## config.mk

```make
export PLATFORM = sky130hd
export DESIGN_NAME = reg_bank_arbiter
export DESIGN_NICKNAME = d
export VERILOG_FILES = /design/src/rtl/regarb_pkg.sv /design/src/rtl/reg_bank_8x16.sv /design/src/rtl/reg_bank_arbiter.sv
export SDC_FILE = /design/constraint.sdc
export NUM_CORES = 1
export LEC_CHECK = 0
export CORE_MARGIN = 2
export CORE_UTILIZATION = 50
export CTS_BUF_LIST = sky130_fd_sc_hd__clkbuf_4 sky130_fd_sc_hd__clkbuf_8 sky130_fd_sc_hd__clkbuf_16
export CTS_CLUSTER_DIAMETER = 150
export CTS_CLUSTER_SIZE = 8
export DETAILED_ROUTE_END_ITERATION = 8
export PLACE_DENSITY_LB_ADDON = 0.12
export SLEW_MARGIN = 10
export SYNTH_ARGS = -nofsm -noshare
export SYNTH_HDL_FRONTEND = slang
export SYNTH_SLANG_ARGS = --single-unit
```

## constraint.sdc

```tcl
create_clock -name Clk -period 1.7 [get_ports Clk]
set_clock_uncertainty 0.05 [all_clocks]
set_input_delay 0.34 -clock Clk [delete_from_list [all_inputs] [get_ports Clk]]
set_output_delay 0.34 -clock Clk [all_outputs]
set_load 0.005 [all_outputs]
```

## src/rtl/regarb_pkg.sv

```systemverilog
// Shared types and sizes for the two-port register-bank arbiter.
package regarb_pkg;

    localparam int NUM_REGS = 8;
    localparam int ADDR_W   = 3;
    localparam int DATA_W   = 16;

    typedef enum logic [1:0] {
        IDLE  = 2'd0,
        GRANT = 2'd1,
        RESP  = 2'd2
    } state_t;

    // Command captured from the winning requester when it is granted.
    typedef struct packed {
        logic              who;
        logic              we;
        logic [ADDR_W-1:0] addr;
        logic [DATA_W-1:0] wdata;
    } cmd_t;

    // Requester index to its bit in the gnt/rvalid vectors.
    function automatic logic [1:0] onehot2(input logic idx);
        return idx ? 2'b10 : 2'b01;
    endfunction

endpackage

```

## src/rtl/reg_bank_8x16.sv

```systemverilog
// 8 x 16-bit register file: one write port, combinational read port, async clear.
module reg_bank_8x16
    import regarb_pkg::*;
(
    input  logic              Clk,
    input  logic              Reset,
    input  logic              we,
    input  logic [ADDR_W-1:0] waddr,
    input  logic [DATA_W-1:0] wdata,
    input  logic [ADDR_W-1:0] raddr,
    output logic [DATA_W-1:0] rdata
);

    logic [DATA_W-1:0] regs [NUM_REGS];

    // Storage update: clear everything on reset, otherwise single-port write.
    // NOTE: these registers must read as zero after reset, so they are plain
    // flops with a clear; a RAM macro could not be reset this way.
    always_ff @(posedge Clk or negedge Reset) begin
        if (!Reset) begin
            for (int i = 0; i < NUM_REGS; i++) begin
                regs[i] <= '0;
            end
        end else if (we) begin
            regs[waddr] <= wdata;
        end
    end

    assign rdata = regs[raddr];

endmodule

```

## src/rtl/reg_bank_arbiter.sv

```systemverilog
// Round-robin arbiter giving two requesters read/write access to an 8x16 bank.
module reg_bank_arbiter
    import regarb_pkg::*;
(
    input  logic              Clk,
    input  logic              Reset,
    input  logic [1:0]        req,
    input  logic [1:0]        we,
    input  logic [ADDR_W-1:0] addr0,
    input  logic [ADDR_W-1:0] addr1,
    input  logic [DATA_W-1:0] wdata0,
    input  logic [DATA_W-1:0] wdata1,
    output logic [1:0]        gnt,
    output logic [1:0]        rvalid,
    output logic [DATA_W-1:0] rdata,
    output logic              busy
);

    state_t            state_q, state_d;
    cmd_t              cmd_q, cmd_d;
    logic              last_q;
    logic              winner;
    logic              take;
    logic              bank_we;
    logic [DATA_W-1:0] bank_rdata;

    // State register, command latch and last-granted pointer.
    // NOTE: sequential state uses non-blocking assignments so every flop
    // samples the pre-edge values regardless of statement order.
    always_ff @(posedge Clk or negedge Reset) begin
        if (!Reset) begin
            state_q <= IDLE;
            cmd_q   <= '0;
            last_q  <= 1'b1;  // requester 0 wins the first tie
        end else begin
            state_q <= state_d;
            if (take) begin
                cmd_q  <= cmd_d;
                last_q <= winner;
            end
        end
    end

    // Arbitration, next state and outputs decoded from the registered state.
    // NOTE: every signal gets a default first so no path leaves it unassigned
    // and no latch is inferred.
    always_comb begin
        state_d = state_q;
        winner  = last_q;
        take    = 1'b0;
        gnt     = 2'b00;
        rvalid  = 2'b00;
        rdata   = '0;
        bank_we = 1'b0;

        case (req)
            2'b01:   winner = 1'b0;
            2'b10:   winner = 1'b1;
            2'b11:   winner = ~last_q;
            default: winner = last_q;
        endcase

        cmd_d.who   = winner;
        cmd_d.we    = we[winner];
        cmd_d.addr  = winner ? addr1 : addr0;
        cmd_d.wdata = winner ? wdata1 : wdata0;

        case (state_q)
            IDLE: begin
                if (|req) begin
                    take    = 1'b1;
                    state_d = GRANT;
                end
            end
            GRANT: begin
                gnt     = onehot2(cmd_q.who);
                bank_we = cmd_q.we;
                state_d = cmd_q.we ? IDLE : RESP;
            end
            RESP: begin
                rvalid  = onehot2(cmd_q.who);
                rdata   = bank_rdata;
                state_d = IDLE;
            end
            default: state_d = IDLE;
        endcase
    end

    assign busy = (state_q != IDLE);

    reg_bank_8x16 u_bank (
        .Clk   (Clk),
        .Reset (Reset),
        .we    (bank_we),
        .waddr (cmd_q.addr),
        .wdata (cmd_q.wdata),
        .raddr (cmd_q.addr),
        .rdata (bank_rdata)
    );

endmodule
```

==> run metrics, run 1 <==
vias after detailed routing=between 5,000 and 6,000; Root Driver=clkbuf_16; Least-Margin Pin Slew=506 ps; final worst slack=-698 ps; detailed-route wire length per cell=23.6 um; share of layout cells above drive strength 1=approximately half; Max rail drop VDD=roughly 0.00095 V; DRT iter0 DRCs=381; EDFF count, synth=0; CP max stage delay=around 470 ps; critical path start-end classification=reg -> out; Clock Path Buffers=2; Post-synth top flop=dfrtp_1; Layout Area Growth over Synthesis=41.0%; Netlist cell types=between 40 and 50; antenna cells=0; Tot GR Track Use=between 20 and 30%; global-route wire length before repair=about 30 mm; clk sinks=roughly 150; H-tree depth=4; die area=between 0.015 and 0.02 mm2; Max Cap Viol=0; final setup vio count=149; IO buf count=64; CP Launch Type=flip-flop; Slew headroom=roughly 66%; Period minus WS final=about 2400 ps; DRC=0; non-filler cells, final=roughly 900; Ys Warns=0; sequential area share after synthesis=54.0%; IO Pins=between 60 and 70; Max Fclk=between 400 and 500 MHz; Final HPWL DP=12.2 mm; total CTS buffers=17; critical path's slowest cell=dfrtp_2; area share of the largest cell type after synthesis=53.6%; CTS tree=yes; placed insts=slightly above 800; DR top layer=met4; Top Family by Delay on Critical Path=compound AO/OA/AOI/OAI gates; drt pass-1 iters=4; remaining antenna violation count=0; Mapped Nets=slightly below 600; die span in x=123 um; failing checks=setup timing; Synth async-reset ratio=between 90% and 100%; fin nets=~730; Hold Crit Class=in -> async; Avg Synthesized Cell Area=between 10 and 15 um2; Leak=4.47 nW; Clock Pin Slew Worst Setup and Hold Paths=70 ps; met2 wire len=approximately 10 mm; WHS=approximately 370 ps; status=complete, but fails checks; crit path max fanout=6; fin crit share=141%; DR vias/cell=between 6 and 7; Met3 Wirelength=roughly 1.1 mm; Final Max Slew Viols=0; biggest area consumer among synthesized cells=dfrtp_1; vias in the first global route=roughly 5,400; clk_lat worst skew=approximately 430 ps; Final GP Congestion=between 0.8 and 0.9; CP Data Arrival Time=approximately 2000 ps; DRT Wirelength=between 20 and 25 mm; Place WS=-601 ps; Die H=approximately 120 um; Starting Density=about half; core area=between 0.01 and 0.015 mm2; final core utilization=about 72%; Area contributors post-synth=dfrtp_1 (54%), mux2_2 (21%), mux2i_1 (4.4%), a22oi_1 (2.1%), a21oi_1 (2.0%); Post-Syn Area=0.00705 mm2; Crit. End Element=output port; Congestion Overflow GR=0; Mapped Cells=between 500 and 600; Design Power=0.0190 W; RSZ-0062 raised after global routing=true; met1 WL=between 8 and 9 mm; antenna violations before repair=0; Seq cells post-synth=152; Bufs and invs on worst path=2; CP required=~1300 ps; Power Dens Cells=between 1500 and 2000 mW/mm2; largest net degree at the start of global routing=52; Row Count=43; final-report hold violation count=0; critical path, cell by cell=and2b_2, buf_4, a22o_1, a21oi_1, a21oi_2, buf_2
-- area by class of cell --
cell class              instances  area, um2
clock buffers                  19        440
clock inverters                13        173
fillers                       895       3890
repair buffers                156       1740
multi-input cells             356       3530
inverters                       5       18.8
flip-flops and latches        152       3810
well taps                     180        225
-- through the flow --
step / setup TNS [ps] / instance area [um2]
2_1_floorplan: -609 / 7130
3_3_place_gp: -33150 / 8440
3_5_place_dp: -36900 / 8440
4_1_cts: -32910 / 9620
5_1_grt: -46040 / 9940
6_report: -36960 / 9940
-- cell usage after synthesis, types with 4 or more instances --
cell type,count
dfrtp_1,151
mux2_2,130
mux2i_1,31
a21oi_1,28
nand2_1,26
o21ai_0,22
a22oi_1,20
buf_2,18
nand2b_1,15
a221oi_1,10
o22a_1,10
o31ai_1,10
clkbuf_1,9
nor2_1,8
a22o_1,5
buf_4,4
inv_1,4
nand3b_1,4
-- path summary, 6_finish.rpt --
| kind | startpoint | depth (start not counted) | slack (ps) | end |
|---|---|---|---|---|
| min in group Clk | u_bank.regs[53] | 1 | 450 | u_bank.regs[53] |
| worst min register to register | u_bank.regs[53] | 1 | 450 | u_bank.regs[53] |
| worst max-delay path | cmd_q[16] | 6 | -700 | rdata[2] |
| worst min-delay path | Reset | 2 | 370 | u_bank.regs[97] |
| max in group asynchronous | Reset | 3 | 560 | u_bank.regs[8] |
| worst max register to register | cmd_q[16] | 6 | -290 | u_bank.regs[73] |
-- logic make-up after synthesis --
| group | Yosys count | synth area share, % |
|---|---|---|
| buffers and inverters | 42 | 3.11 |
| and+or+nand+nor | 77 | 6.48 |
| muxes | 161 | 25.2 |
| AOI/OAI and AO/OA | 118 | 11.2 |
| DFF | 152 | 54.0 |
-- per-layer routing --
metal	vias up	GRT usage, %
met5	-	0
met4	0	11.9
met3	53	5.62
met2	210	45.4
met1	2747	35.6
li1	2311	-
-- worst register-to-register path, delay by kind of cell (launching register included) --
kind	cells	cell delay, ps
simple gates	2	400
buf+inv	3	600
mux	1	370
flops	1	460
-- where the power goes --
group,switching [W],internal [W]
registers,0.00148,0.00517
logic,0.00374,0.00463
clock network,0.00159,0.00236
-- cells in the final DEF (no fill, tap or decap), types with 5 or more instances in the layout --
cell / instances
mux2i_2: 5
buf_12: 17
clkbuf_16: 20
mux2_2: 87
mux2_4: 43
a21oi_1: 20
o22a_1: 10
o31ai_2: 7
dfrtp_1: 149
o21ai_0: 19
buf_4: 32
buf_6: 31
mux2i_1: 26
nand2_1: 25
buf_2: 18
nand2b_1: 12
a22oi_1: 13
a22o_1: 5
a21oi_2: 8
buf_8: 8
a221oi_2: 6
nor2_4: 6
a22oi_2: 7
clkdlybuf4s50_1: 42
-- flip-flops by register name, indices dropped and copies added (netlist names) --
register,count
state_q,2
u_bank.regs,128
cmd_q,21
last_q,1
-- timing repair --
action	4_1_cts	5_1_grt
gates cloned	5	2
endpoints found under the setup margin	156	159
pin swaps	35	16
gates resized for setup	172	72
hold buffers	1	0
endpoints found under the hold margin	45	0
buffers inserted	16	3
(Power assumes the default switching activity.)
==> run 2, diff against run 1 <==
Settings changed: MAX_ROUTING_LAYER from default to met4.
==> run 2 against run 1 <==
Compared with the run above: the flow still finishes with violations (setup timing); sequential cell count unchanged; global-route usage grew 0.80 points; power decreased by 0.13%; sequential power is essentially flat; combinational power is essentially flat; largest power group unchanged.
==> run metrics, run 2 (same netlist as run 1, synthesis figures left out) <==
Design Power=0.0189 W (was 0.0190 W); critical path's slowest cell=dfrtp_1 (was dfrtp_2); global-route wire length before repair=30.4 mm (was 30.5 mm); Final HPWL DP=12.2 mm (unchanged); Crit. End Element=output port (unchanged); clk sinks=152 (unchanged); commonest non-fill, non-tap cell in the layout=dfrtp_1 (unchanged); vias in the first global route=5,423 (was 5,409); CP Launch Type=flip-flop (unchanged); Max Cap Viol=0 (unchanged); Congestion Overflow GR=0 (unchanged); CP max stage delay=430 ps (was 470 ps); Tot GR Track Use=28.4% (was 27.6%); share of layout cells above drive strength 1=49.5% (was 49.4%); critical path start-end classification=reg -> out (unchanged); Leak=4.46 nW (was 4.47 nW); status=complete, but fails checks (unchanged); Max Fclk=419 MHz (was 417 MHz); final setup vio count=149 (unchanged); CTS tree=yes (unchanged); max reg flops=128 (unchanged); detailed-route wire length per cell=23.6 um (about the same); vias after detailed routing=5,319 (was 5,321); Clock Pin Slew Worst Setup and Hold Paths=60 ps (was 70 ps); IO Pins=65 (unchanged); DRC=0 (unchanged); Final Max Slew Viols=0 (unchanged); total CTS buffers=17 (unchanged); Setup TNS Final=-37,000 ps (was -36,960 ps); Row Count=43 (unchanged); Final GP Congestion=0.819 (was 0.807); die span in x=123 um (unchanged); Crit. path cell count=8 (was 6); Layout Area Growth over Synthesis=40.9% (was 41.0%); largest registers=u_bank.regs x128, cmd_q x21, state_q x2 (unchanged); Max rail drop VDD=0.000938 V (was 0.000945 V); Reg2Reg Depth=6 (unchanged); Die H=123 um (unchanged); die area=0.0151 mm2 (unchanged); CP required=1310 ps (about the same); clk_lat worst skew=420 ps (was 430 ps); largest net degree at the start of global routing=52 (unchanged); IO buf count=64 (unchanged); Least-Margin Pin Slew=510 ps (was 506 ps); antenna violations before repair=0 (unchanged); Top cell by count, worst path=buf_6; # fillers=896 (was 895); drt pass-1 iters=5 (was 4); failing checks=setup timing (unchanged); CP Data Arrival Time=2000 ps (was 2010 ps); Clock Path Buffers=2 (unchanged); footprint of the multi-input gates=0.00353 mm2 (about the same); Top Family by Delay on Critical Path=buffers and inverters (was compound AO/OA/AOI/OAI gates); Power Dens Cells=1910 mW/mm2 (about the same); fin crit share=141% (about the same); final worst slack=-689 ps (was -698 ps); most frequent cells in the layout=dfrtp_1 (149), mux2_2 (87), mux2_4 (43) (unchanged); Slew headroom=66.0% (was 66.3%); antenna cells=0 (unchanged); Bufs and invs on worst path=4 (was 2); core area=0.0138 mm2 (unchanged); H-tree depth=4 (unchanged); critical path, cell by cell=buf_6, buf_6, nand2b_4, buf_12, nor2_1, a311oi_1, a21oi_1, buf_2 (was and2b_2, buf_4, a22o_1, a21oi_1, a21oi_2, buf_2); register area=0.00381 mm2 (unchanged); Root Driver=clkbuf_16 (unchanged); remaining antenna violation count=0 (unchanged); DRT Wirelength=20.8 mm (about the same); Hold Crit Class=in -> async (unchanged); DRT iter0 DRCs=346 (was 381); Period minus WS final=2390 ps (was 2400 ps); fin nets=732 (unchanged); crit path max fanout=6 (unchanged); DR vias/cell=6.04 (about the same); RSZ-0062 raised after global routing=true (unchanged); final-report hold violation count=0 (unchanged); most flop-heavy register=u_bank.regs (unchanged); Starting Density=51.0% (unchanged)
==> run 2: through the flow <==
step	setup slack [ps]	util, %	cell area [um2]	instances	hold slack, ps
6_report	-689	71.8	9930	881	378
5_1_grt	-752	71.8	9930	881	438
4_1_cts	-658	69.6	9620	877	400
3_5_place_dp	-601	61.0	8440	823	274
3_3_place_gp	-590	61.0	8440	823	275
2_1_floorplan	-48.8	-	7130	550	-5.59
==> run 2: final cells by class <==
type                    count  area share [%]
multi-input cells         356            35.6
clock inverters            13            1.74
repair buffers            156            17.5
inverters                   5           0.189
clock buffers              19            4.44
well taps                 180            2.27
flip-flops and latches    152            38.3
==> run 2: power breakdown <==
| group | leakage (nW) | switching (W) | internal, W |
|---|---|---|---|
| combinational | 2.20 | 0.00373 | 0.00461 |
| sequential | 1.98 | 0.00149 | 0.00517 |
| clock | 0.287 | 0.00158 | 0.00236 |
==> run 2: what timing repair did <==
item / in CTS / in global routing
resized for setup: 172 / 72
endpoints found under the setup margin: 156 / 159
endpoints found under the hold margin: 45 / 0
hold buffers: 1 / 0
gates cloned: 5 / 2
pin swaps: 35 / 14
setup buffers: 16 / 3
==> run 2: per-layer routing <==
layer | up-vias | share of wire [%] | GRT usage [%]
met2 | 190 | 51 | 45.3
met5 | - | 0 | -
met4 | 0 | 3.0 | 11.9
met1 | 2767 | 41 | 35.7
li1 | 2311 | - | -
met3 | 51 | 4.8 | 5.48
==> run 2: worst register-to-register path: stages, from the launching register on <==
cell and delay, ps:
dfrtp_2 450, buf_8 210, buf_4 180, nand3_4 130
nor3b_4 260, buf_6 210, mux2_2 370
==> run 2: worst paths after layout <==
path,from,end,slack [ps]
setup / recovery,cmd_q[18],rdata[14],-690
hold / removal,Reset,u_bank.regs[97],380
setup reg to reg,cmd_q[16],u_bank.regs[73],-280
hold reg to reg,last_q,last_q,460
max in group asynchronous,Reset,u_bank.regs[8],550
min in group Clk,last_q,last_q,460
==> run 3, diff against run 2 <==
Settings changed: CAP_MARGIN from default to 10, TNS_END_PERCENT from default to 50.
==> run 3 against run 2 <==
Compared with the run above: sequential power fell by 1%; critical path depth down 1; largest power group unchanged; combinational power about the same; sequential share of layout area rose by 0.073 points; clock power down 8.1%; global-route usage grew 0.61 points; the flow still finishes with violations (setup timing); hold slack worse by 53 ps; final cell count is 1.6% higher; die area unchanged; design area decreased by 0.19%; fmax decreased by 3.7%; via count down 0.96%.
==> run metrics, run 3 (same netlist as run 1, synthesis figures left out) <==
status=complete, but fails checks (unchanged); failing checks=setup timing (unchanged); Starting Density=51.0% (unchanged); total CTS buffers=17 (unchanged); largest net degree at the start of global routing=45 (was 52); Tot GR Track Use=29.0% (was 28.4%); Finished Cell Area=0.00991 mm2 (was 0.00993 mm2); commonest non-fill, non-tap cell in the layout=dfrtp_1 (unchanged); Final GP Congestion=0.857 (was 0.819); IO buf count=64 (unchanged); vias after detailed routing=5,268 (was 5,319); die span in x=123 um (unchanged); Clock Path Buffers=2 (unchanged); Crit. path cell count=7 (was 8); die area=0.0151 mm2 (unchanged); final worst slack=-782 ps (was -689 ps); antenna cells=0 (unchanged); Top Family by Delay on Critical Path=compound AO/OA/AOI/OAI gates (was buffers and inverters); critical path, cell by cell=buf_4, and2_4, buf_6, a22o_1, a21oi_1, a31oi_1, buf_2 (was buf_6, buf_6, nand2b_4, buf_12, nor2_1, a311oi_1, a21oi_1, buf_2); drt pass-1 iters=5 (unchanged); CP Launch Type=flip-flop (unchanged); global-route wire length before repair=31.3 mm (was 30.4 mm); critical path start-end classification=reg -> out (unchanged); met1 Use GR=36.4% (was 35.7%); CP max stage delay=460 ps (was 430 ps); DR vias/cell=5.89 (was 6.04); Max Cap Viol=0 (unchanged); share of layout cells above drive strength 1=48.8% (was 49.5%); final-report hold violation count=0 (unchanged); clk sinks=152 (unchanged); H-tree depth=4 (unchanged); Hold Crit Class=in -> async (unchanged); Final HPWL DP=12.2 mm (about the same); Least-Margin Pin Slew=367 ps (was 510 ps); Setup TNS Final=-58,040 ps (was -37,000 ps); placed insts=824 (was 823); DRC=0 (unchanged); Final Max Slew Viols=0 (unchanged); RSZ-0062 raised after global routing=true (unchanged); remaining antenna violation count=0 (unchanged); Clock Pin Slew Worst Setup and Hold Paths=70 ps (was 60 ps); Max rail drop VDD=0.00120 V (was 0.000938 V); clk_lat worst skew=430 ps (was 420 ps); Die H=123 um (unchanged); global-route track usage on met3=6.83% (was 5.48%); GRT busiest layer=met2 (unchanged); CTS tree=yes (unchanged); met2 usage=46.0% (was 45.3%); Crit. End Element=output port (unchanged); Leak=4.54 nW (was 4.46 nW); Slew headroom=74.8% (was 66.0%); # fillers=894 (was 896); Layout Area Growth over Synthesis=40.6% (was 40.9%); Reg2Reg Depth=10 (was 6); IO Pins=65 (unchanged); crit path max fanout=7 (was 6); Root Driver=clkbuf_16 (unchanged); critical path's slowest cell=dfrtp_2 (was dfrtp_1); core area=0.0138 mm2 (unchanged); Place WS=-636 ps (was -601 ps); fin nets=747 (was 732); final setup vio count=168 (was 149); fin crit share=146% (was 141%); Power Dens Cells=1870 mW/mm2 (was 1910 mW/mm2); R2R Path End=u_bank.regs[51] (was u_bank.regs[73]); antenna violations before repair=0 (unchanged); r2r setup slk=-480 ps (was -280 ps); largest registers=u_bank.regs x128, cmd_q x21, state_q x2 (unchanged); post-place instance area=0.00841 mm2 (was 0.00844 mm2); vias in the first global route=5,512 (was 5,423); CP required=1310 ps (about the same); most frequent cells in the layout=dfrtp_1 (149), mux2_2 (87), mux2_4 (43) (unchanged); max reg flops=128 (unchanged); Row Count=43 (unchanged); CP Data Arrival Time=2090 ps (was 2000 ps); CP startpoint=cmd_q[16] (was cmd_q[18]); Bufs and invs on worst path=3 (was 4); DRT Wirelength=20.9 mm (was 20.8 mm); Period minus WS final=2480 ps (was 2390 ps); Congestion Overflow GR=0 (unchanged); reg2reg start=cmd_q[16] (unchanged); Max Fclk=403 MHz (was 419 MHz); DRT iter0 DRCs=357 (was 346); Critical Path End=rdata[4] (was rdata[14]); non-filler cells, final=895 (was 881); detailed-route wire length per cell=23.4 um (was 23.6 um); most flop-heavy register=u_bank.regs (unchanged)
[run 3: cell count changes in the layout (fill, tap and decap cells not counted), moves of 3 or more]
cell / previous run / this run
o21ai_0: 18 / 6
o21ai_1: 4 / 16
buf_4: 31 / 39
buf_6: 32 / 38
mux2i_1: 26 / 31
mux2i_2: 5 / 0
a221oi_4: 4 / 0
a22oi_1: 13 / 16
a22oi_2: 7 / 4
clkbuf_8: 0 / 3
clkinv_2: 0 / 3
nand2_1: 25 / 22
[run 3: area by class of cell]
class	count	area [um2]	area share (%)
flip-flops and latches	152	3810	38.4
repair buffers	171	1840	18.6
clock inverters	11	100	1.01
clock buffers	20	467	4.71
inverters	5	18.8	0.189
multi-input cells	356	3450	34.8
well taps	180	225	2.27
[run 3: how the worst min path moves through the flow]
| stage | start | endpoint | slack, ps | cells after the start |
|---|---|---|---|---|
| 6_report | Reset | cmd_q[6] | 320 | 2 |
| 3_3_place_gp | Reset | u_bank.regs[111] | 200 | 1 |
| 3_5_place_dp | Reset | u_bank.regs[65] | 200 | 1 |
| 5_1_grt | Reset | u_bank.regs[65] | 340 | 2 |
| 4_1_cts | Reset | u_bank.regs[6] | 320 | 2 |
| 2_1_floorplan | Reset | cmd_q[0] | -6 | 0 |
[run 3: routing by layer]
layer	vias to the layer above	part of all wire [%]
met5	-	0
li1	2333	-
met3	41	4.8
met4	0	2.8
met1	2709	42
met2	185	51
[run 3: timing repair]
| item | 4_1_cts | 5_1_grt |
|---|---|---|
| hold endpoints to repair | 29 | 0 |
| buffers inserted | 28 | 8 |
| setup endpoints to repair | 150 | 171 |
| pin swaps | 28 | 15 |
| cloned | 4 | 3 |
| resized for setup | 200 | 61 |
| hold buffers | 1 | 0 |
[run 3: where the power goes]
group / internal [W] / total [W] / switching [W] / leakage [nW]
combinational: 0.00458 / 0.00831 / 0.00373 / 2.30
clock: 0.00211 / 0.00362 / 0.00151 / 0.266
sequential: 0.00518 / 0.00658 / 0.00140 / 1.98
total: 0.0119 / 0.0185 / 0.00664 / 4.54
[run 3: through the flow]
step / power (W) / hold slack, ps / util (%)
5_1_grt: 0.0194 / 344 / 71.7
4_1_cts: 0.0177 / 323 / 69.5
3_3_place_gp: 0.0124 / 198 / 60.8
2_1_floorplan: 0.00993 / -5.59 / -
3_5_place_dp: 0.0126 / 203 / 60.8
6_report: 0.0185 / 325 / 71.7
